File: src/rtl/bram_multi_player.sv
// Windowed, decimated BRAM playback with repeat count, abort and a configurable
// read-latency pipeline; each BRAM word carries NCHAN parallel channel samples.
module bram_multi_player #(
    parameter int ADDR_WIDTH   = 10,
    parameter int NCHAN        = 2,
    parameter int CH_WIDTH     = 14,
    parameter int READ_LATENCY = 1,
    parameter int LOOP_WIDTH   = 16
) (
    input  logic                      axi_clock,
    input  logic                      rst,
    input  logic                      start,
    input  logic                      stop,
    input  logic [ADDR_WIDTH-1:0]     addr_start,
    input  logic [ADDR_WIDTH-1:0]     addr_end,
    input  logic [31:0]               dec_rate,
    input  logic [LOOP_WIDTH-1:0]     n_loops,
    input  logic [NCHAN*CH_WIDTH-1:0] default_value,
    output logic [ADDR_WIDTH-1:0]     bram_addr,
    output logic                      bram_en,
    input  logic [NCHAN*CH_WIDTH-1:0] bram_data,
    output logic [NCHAN*CH_WIDTH-1:0] dout,
    output logic                      dout_valid,
    output logic                      busy,
    output logic                      finish,
    output logic [LOOP_WIDTH-1:0]     loop_count
);
    localparam int DW = NCHAN * CH_WIDTH;

    typedef enum logic [1:0] {
        ST_IDLE  = 2'd0,
        ST_RUN   = 2'd1,
        ST_DRAIN = 2'd2
    } state_t;

    state_t                  state_q, state_d;
    logic                    start_prev_q;
    logic [ADDR_WIDTH-1:0]   addr_start_q, addr_start_d;
    logic [ADDR_WIDTH-1:0]   addr_end_q, addr_end_d;
    logic [31:0]             dec_q, dec_d;
    logic [LOOP_WIDTH-1:0]   n_loops_q, n_loops_d;
    logic [ADDR_WIDTH-1:0]   addr_q, addr_d;
    logic [31:0]             cnt_q, cnt_d;
    logic [ADDR_WIDTH-1:0]   bram_addr_q, bram_addr_d;
    logic                    bram_en_q, bram_en_d;
    logic [READ_LATENCY-1:0] pipe_q, pipe_d;
    logic [DW-1:0]           dout_q, dout_d;
    logic                    dout_valid_q, dout_valid_d;
    logic                    busy_q, busy_d;
    logic                    finish_q, finish_d;
    logic [LOOP_WIDTH-1:0]   loop_count_q, loop_count_d;

    logic                    start_edge;
    logic                    abort;
    logic                    do_issue;
    logic [ADDR_WIDTH-1:0]   iss_addr;
    logic [ADDR_WIDTH-1:0]   win_start;
    logic [ADDR_WIDTH-1:0]   win_end;
    logic [LOOP_WIDTH-1:0]   win_loops;
    logic [31:0]             win_dec;
    logic [LOOP_WIDTH-1:0]   lc_base;
    logic [LOOP_WIDTH-1:0]   lc_inc;

    assign start_edge = start & ~start_prev_q;
    assign abort      = stop && (state_q != ST_IDLE);

    // Valid pipeline mirrors the BRAM read latency; abort empties it in one cycle.
    assign pipe_d[0] = bram_en_q & ~abort;
    generate
        for (genvar gi = 1; gi < READ_LATENCY; gi++) begin : g_pipe
            assign pipe_d[gi] = pipe_q[gi-1] & ~abort;
        end
    endgenerate

    always_comb begin
        state_d      = state_q;
        addr_start_d = addr_start_q;
        addr_end_d   = addr_end_q;
        dec_d        = dec_q;
        n_loops_d    = n_loops_q;
        addr_d       = addr_q;
        cnt_d        = cnt_q;
        bram_addr_d  = bram_addr_q;
        bram_en_d    = 1'b0;
        dout_d       = dout_q;
        dout_valid_d = 1'b0;
        finish_d     = 1'b0;
        loop_count_d = loop_count_q;

        do_issue  = 1'b0;
        iss_addr  = addr_q;
        win_start = addr_start_q;
        win_end   = addr_end_q;
        win_loops = n_loops_q;
        win_dec   = dec_q;
        lc_base   = loop_count_q;
        lc_inc    = '0;

        case (state_q)
            ST_IDLE: begin
                dout_d = default_value;
                if (start_edge && !stop) begin
                    // The first issue uses the live inputs so it lands one cycle after the edge.
                    do_issue     = 1'b1;
                    iss_addr     = addr_start;
                    win_start    = addr_start;
                    win_end      = addr_end;
                    win_loops    = n_loops;
                    win_dec      = dec_rate;
                    lc_base      = '0;
                    addr_start_d = addr_start;
                    addr_end_d   = addr_end;
                    dec_d        = dec_rate;
                    n_loops_d    = n_loops;
                    loop_count_d = '0;
                    state_d      = ST_RUN;
                end
            end
            ST_RUN: begin
                if (pipe_q[READ_LATENCY-1]) begin
                    dout_d       = bram_data;
                    dout_valid_d = 1'b1;
                end
                if (cnt_q == 32'd0) begin
                    do_issue = 1'b1;
                end else begin
                    cnt_d = cnt_q - 32'd1;
                end
            end
            ST_DRAIN: begin
                if (pipe_q[READ_LATENCY-1]) begin
                    dout_d       = bram_data;
                    dout_valid_d = 1'b1;
                end
                if (!bram_en_q && (pipe_q == '0)) begin
                    state_d  = ST_IDLE;
                    finish_d = 1'b1;
                end
            end
            default: begin
                state_d = ST_IDLE;
            end
        endcase

        if (do_issue) begin
            bram_en_d   = 1'b1;
            bram_addr_d = iss_addr;
            cnt_d       = (win_dec > 32'd1) ? (win_dec - 32'd1) : 32'd0;
            if (iss_addr == win_end) begin
                lc_inc       = (lc_base == '1) ? lc_base : (lc_base + LOOP_WIDTH'(1));
                loop_count_d = lc_inc;
                addr_d       = win_start;
                if ((win_loops != '0) && (lc_inc >= win_loops)) begin
                    state_d = ST_DRAIN;
                end
            end else begin
                addr_d = iss_addr + ADDR_WIDTH'(1);
            end
        end

        if (abort) begin
            state_d      = ST_IDLE;
            bram_en_d    = 1'b0;
            dout_d       = default_value;
            dout_valid_d = 1'b0;
            finish_d     = 1'b0;
            loop_count_d = loop_count_q;
        end

        busy_d = (state_d != ST_IDLE);
    end

    always_ff @(posedge axi_clock or posedge rst) begin
        if (rst) begin
            state_q      <= ST_IDLE;
            start_prev_q <= 1'b0;
            addr_start_q <= '0;
            addr_end_q   <= '0;
            dec_q        <= '0;
            n_loops_q    <= '0;
            addr_q       <= '0;
            cnt_q        <= '0;
            bram_addr_q  <= '0;
            bram_en_q    <= 1'b0;
            pipe_q       <= '0;
            dout_q       <= '0;
            dout_valid_q <= 1'b0;
            busy_q       <= 1'b0;
            finish_q     <= 1'b0;
            loop_count_q <= '0;
        end else begin
            state_q      <= state_d;
            start_prev_q <= start;
            addr_start_q <= addr_start_d;
            addr_end_q   <= addr_end_d;
            dec_q        <= dec_d;
            n_loops_q    <= n_loops_d;
            addr_q       <= addr_d;
            cnt_q        <= cnt_d;
            bram_addr_q  <= bram_addr_d;
            bram_en_q    <= bram_en_d;
            pipe_q       <= pipe_d;
            dout_q       <= dout_d;
            dout_valid_q <= dout_valid_d;
            busy_q       <= busy_d;
            finish_q     <= finish_d;
            loop_count_q <= loop_count_d;
        end
    end

    assign bram_addr  = bram_addr_q;
    assign bram_en    = bram_en_q;
    assign dout       = dout_q;
    assign dout_valid = dout_valid_q;
    assign busy       = busy_q;
    assign finish     = finish_q;
    assign loop_count = loop_count_q;

endmodule
File: config.mk
export PLATFORM = sky130hd
export DESIGN_NAME = bram_multi_player
export DESIGN_NICKNAME = d
export VERILOG_FILES = /design/src/rtl/bram_multi_player.sv
export SDC_FILE = /design/constraint.sdc
export NUM_CORES = 1
export LEC_CHECK = 0
export ABC_AREA = 1
export BUFFER_PORTS_ARGS = -buffer_cell sky130_fd_sc_hd__buf_2
export CORE_MARGIN = 2
export CORE_UTILIZATION = 41
export CTS_BUF_LIST = sky130_fd_sc_hd__clkbuf_8
export DETAILED_ROUTE_END_ITERATION = 12
export PLACE_DENSITY_LB_ADDON = 0.2
export SYNTH_ARGS = -nofsm -noshare
export SYNTH_HDL_FRONTEND = slang
export SYNTH_SLANG_ARGS = --single-unit
File: constraint.sdc
create_clock -name axi_clock -period 7.51 [get_ports axi_clock]
set_input_delay 1.1265 -clock axi_clock [delete_from_list [all_inputs] [get_ports axi_clock]]
set_output_delay 1.1265 -clock axi_clock [all_outputs]
set_load 0.05 [all_outputs]
==> impl_results.md <==
- Worst rel slew slack: 27.32%
- Routed Antenna Nets: 0
- Slew Limit Fails: 0
- Initial antenna violation count: 2
- Vias in the first global route: 10130
- R2R setup slack: 2.19 ns
- Die height: about 170 um
- Drt wl/cell: 15.63 um
- CTS resizes: 0
- Layout overhead on the synthesized area: 13.05%
- P per Cell Area: between 300 and 400 mW/mm^2
- Average vias per placed instance: between 5 and 6
- Post-Syn Nets: 1728
- Yosys warnings: 0
- Overall die width: 168.4 um
- Critical path peak fanout: 40
- Final setup viols: 0
- Post-route insts no fill: 2085
- I/O Pins: 186
- Root buf cell: clkbuf_8
- Placed cells: 2053
- Top FF cell, synth: dfrtp_1
- Gr ovfl total: 0
- Post-synthesis sequential area ratio: 38.83%
- Average size of a mapped cell: 7.043 um^2
- Port Buf Inserts: 185
- Slew @ Worst Pin: about 1.1 ns
- GPL Wtd Cong: 0.9308
- Fin util: 46.89%
- Setup crit start: state_q[1]
- Post-synth EDFFs: 0
- Clk slew on worst S/H paths: 0.09 ns
- H-tree Lvls: 4
- RSZ-0062 raised after global routing: false
- # clock sinks: 172
- CTS Buf Count: 17
- Final hold vios: 0
- Starting density of the core: 41.48%
- Commonest non-fill, non-tap cell in the layout: nand2_1
- Maximum buffer depth of the clock tree: 2
- Setup WS pre-CTS: 2.219 ns
- # DRC: 0
- Critical R2R Launch: state_q[1]
- Ant. Diodes: 0
- Worst skew pair latency: 0.48 ns
- Critical Path End: busy
- Leakage power: approximately 6.5 nW
- Required time of the critical path: 7.92 ns
- Die Footprint: 0.02837 mm^2
- Fin crit period: 5.318 ns
- First-pass GRT wire length: 53.49 mm
- Final #Nets: 1885
- Fin Setup TNS: 0 ns
- Most frequent cells in the layout: nand2_1, nor2_1, inv_1, buf_2, dfrtp_1
- Layout cell share with drive strength beyond 1: 18.52%
- Hold-fix buffers, CTS: 0
- Routed wire length: 32.59 mm
- DRT iter0 DRCs: ~760
- Netlist cell types: 44
- FF-to-FF path depth: 23
- Std-Cell Rows: 60
- Async set-or-reset flop fraction in the synthesized netlist: 100.0%
- Fin Clk Skew: roughly 0.020 ns
- Setup ws final: 2.192 ns
- Maximum Capacitance Violations: 0
- Synth top area cells: dfrtp_1, nand2_1, nor2_1
- Reg2reg end: busy
- Max IR drop VDD: about 0.24 mV
- Tightest Hold Check Type: reg2reg
- CP startpoint kind: register
- Placeable Area: 0.02673 mm^2
- Crit path kind: reg2reg
- CTS tree: done
- Critical Path AT: ~5.7 ns
- Yosys top cell area share: 38.83%
- Synthesized flop and latch total: roughly 170
- Post-CTS Setup Repair Bufs: 0
- Mapped cell area: 0.01109 mm^2
- CP endpoint kind: register
- Leading area contributor after synthesis: dfrtp_1
- GRT Total Usage: between 20% and 30%
- Detailed placement HPWL: approximately 24 mm
- Fmax: 188.0 MHz
- Status: finished clean
- Mapped Cells: 1574
- Largest net degree at the start of global routing: 114
- Via count: 10600
- Pre-Repair DR Iteration Count: 6
- Final worst path period share: 70.82%
==> worst min path at each step <==
| stage | endpoint | slack [ns] | start | cells past startpoint |
|---|---|---|---|---|
| floorplan | finish | 0.42 | pipe_q | 1 |
| global placement | addr_start_q[6] | 0.45 | addr_start_q[6] | 2 |
| detailed placement | addr_start_q[3] | 0.46 | addr_start_q[3] | 2 |
| CTS | addr_start_q[6] | 0.48 | addr_start_q[6] | 2 |
| global route | addr_start_q[6] | 0.50 | addr_start_q[6] | 2 |
| finish | addr_start_q[6] | 0.48 | addr_start_q[6] | 2 |
==> worst max-delay path, stage by stage, from the launching register on <==
cell and delay [ns]:
dfrtp_1 0.41, inv_1 0.13, ha_1 0.72, nand4_4 0.64, inv_2 0.78, nor2_1 0.20
ha_1 0.29, nand4_1 0.20, nor2_1 0.12, nand3_2 0.12, inv_2 0.11, a21oi_1 0.13
inv_1 0.07, ha_1 0.29, nand2_1 0.07, inv_1 0.05, nand3_1 0.08, nor3_1 0.20
nand3_1 0.12, nand3_1 0.10, nand4_1 0.16, nand2_1 0.12, nand2_1 0.06, nand2_1 0.08
==> Yosys cell counts, types with 3 or more instances <==
master,n
o21ai_1,18
inv_2,15
nor2_4,8
a21oi_1,52
ha_1,26
buf_2,10
nor2_2,10
nor3_1,14
nand2_1,445
dfrtp_1,172
buf_4,3
nand3_1,115
or2_2,6
clkbuf_1,23
o21ai_0,63
buf_6,14
nand2_4,3
nand3b_1,4
nor2_1,205
o211ai_1,5
nand3_2,12
a31oi_1,36
xnor2_1,3
nand2_2,16
inv_1,199
xor2_1,31
o21ai_2,20
nand4_1,22
buf_1,3
==> per-stage QoR <==
| step | power [mW] | instance area [um^2] | hold slack (ns) |
|---|---|---|---|
| 2_1_floorplan | 3.592 | 11090 | 0.4219 |
| 3_5_place_dp | 4.238 | 12140 | 0.4573 |
| 5_1_grt | 5.346 | 12530 | 0.5019 |
| 3_3_place_gp | 4.206 | 12140 | 0.4496 |
| 4_1_cts | 4.939 | 12530 | 0.4782 |
| 6_report | 4.925 | 12530 | 0.4784 |
==> layout make-up <==
type                            count  area, um^2
Tap cell                          341       426.7
Timing Repair Buffer              193       985.9
Multi-Input combinational cell   1132        5609
Fill cell                        2778       14190
Clock inverter                     14       143.9
Inverter                          215       814.5
Clock buffer                       18       247.7
Sequential cell                   172        4304
==> routing by layer <==
layer	part of all wire (%)	vias to the layer above	GRT usage (%)	wire, um
met5	0.074	-	0	24
met4	1.4	4	5.585	459
met3	6.8	40	4.114	2225
met2	45	360	38.49	14810
met1	46	4913	32.62	15070
li1	-	5283	-	-
==> state kept, by name (all words and copies together), names as in the netlist, 2 cells and up <==
signal	cells
dout	28
bram_addr	10
addr_end_q	10
n_loops_q	16
state_q	2
addr_start_q	10
dec_q	32
cnt_q	32
loop_count	16
addr_q	10
==> power by group <==
group | total, mW | switching, mW | internal [mW]
clock network | 0.693 | 0.388 | 0.305
logic | 2.62 | 1.86 | 0.755
registers | 1.61 | 0.263 | 1.35
total | 4.92 | 2.52 | 2.41
==> cells by family (layout without fill, tap and decap cells) <==
| group | count (synthesis) | in the layout | synth area share, % |
|---|---|---|---|
| AO/OA/AOI/OAI | 204 | 204 | 10.88 |
| XOR/XNOR | 34 | 34 | 2.686 |
| adder cells (fa/ha/maj) | 26 | 26 | 2.935 |
| buffers and inverters | 270 | 440 | 10.58 |
| flip-flops | 172 | 172 | 38.83 |
| AND/OR/NAND/NOR | 868 | 868 | 34.10 |
(Power assumes the default switching activity.)
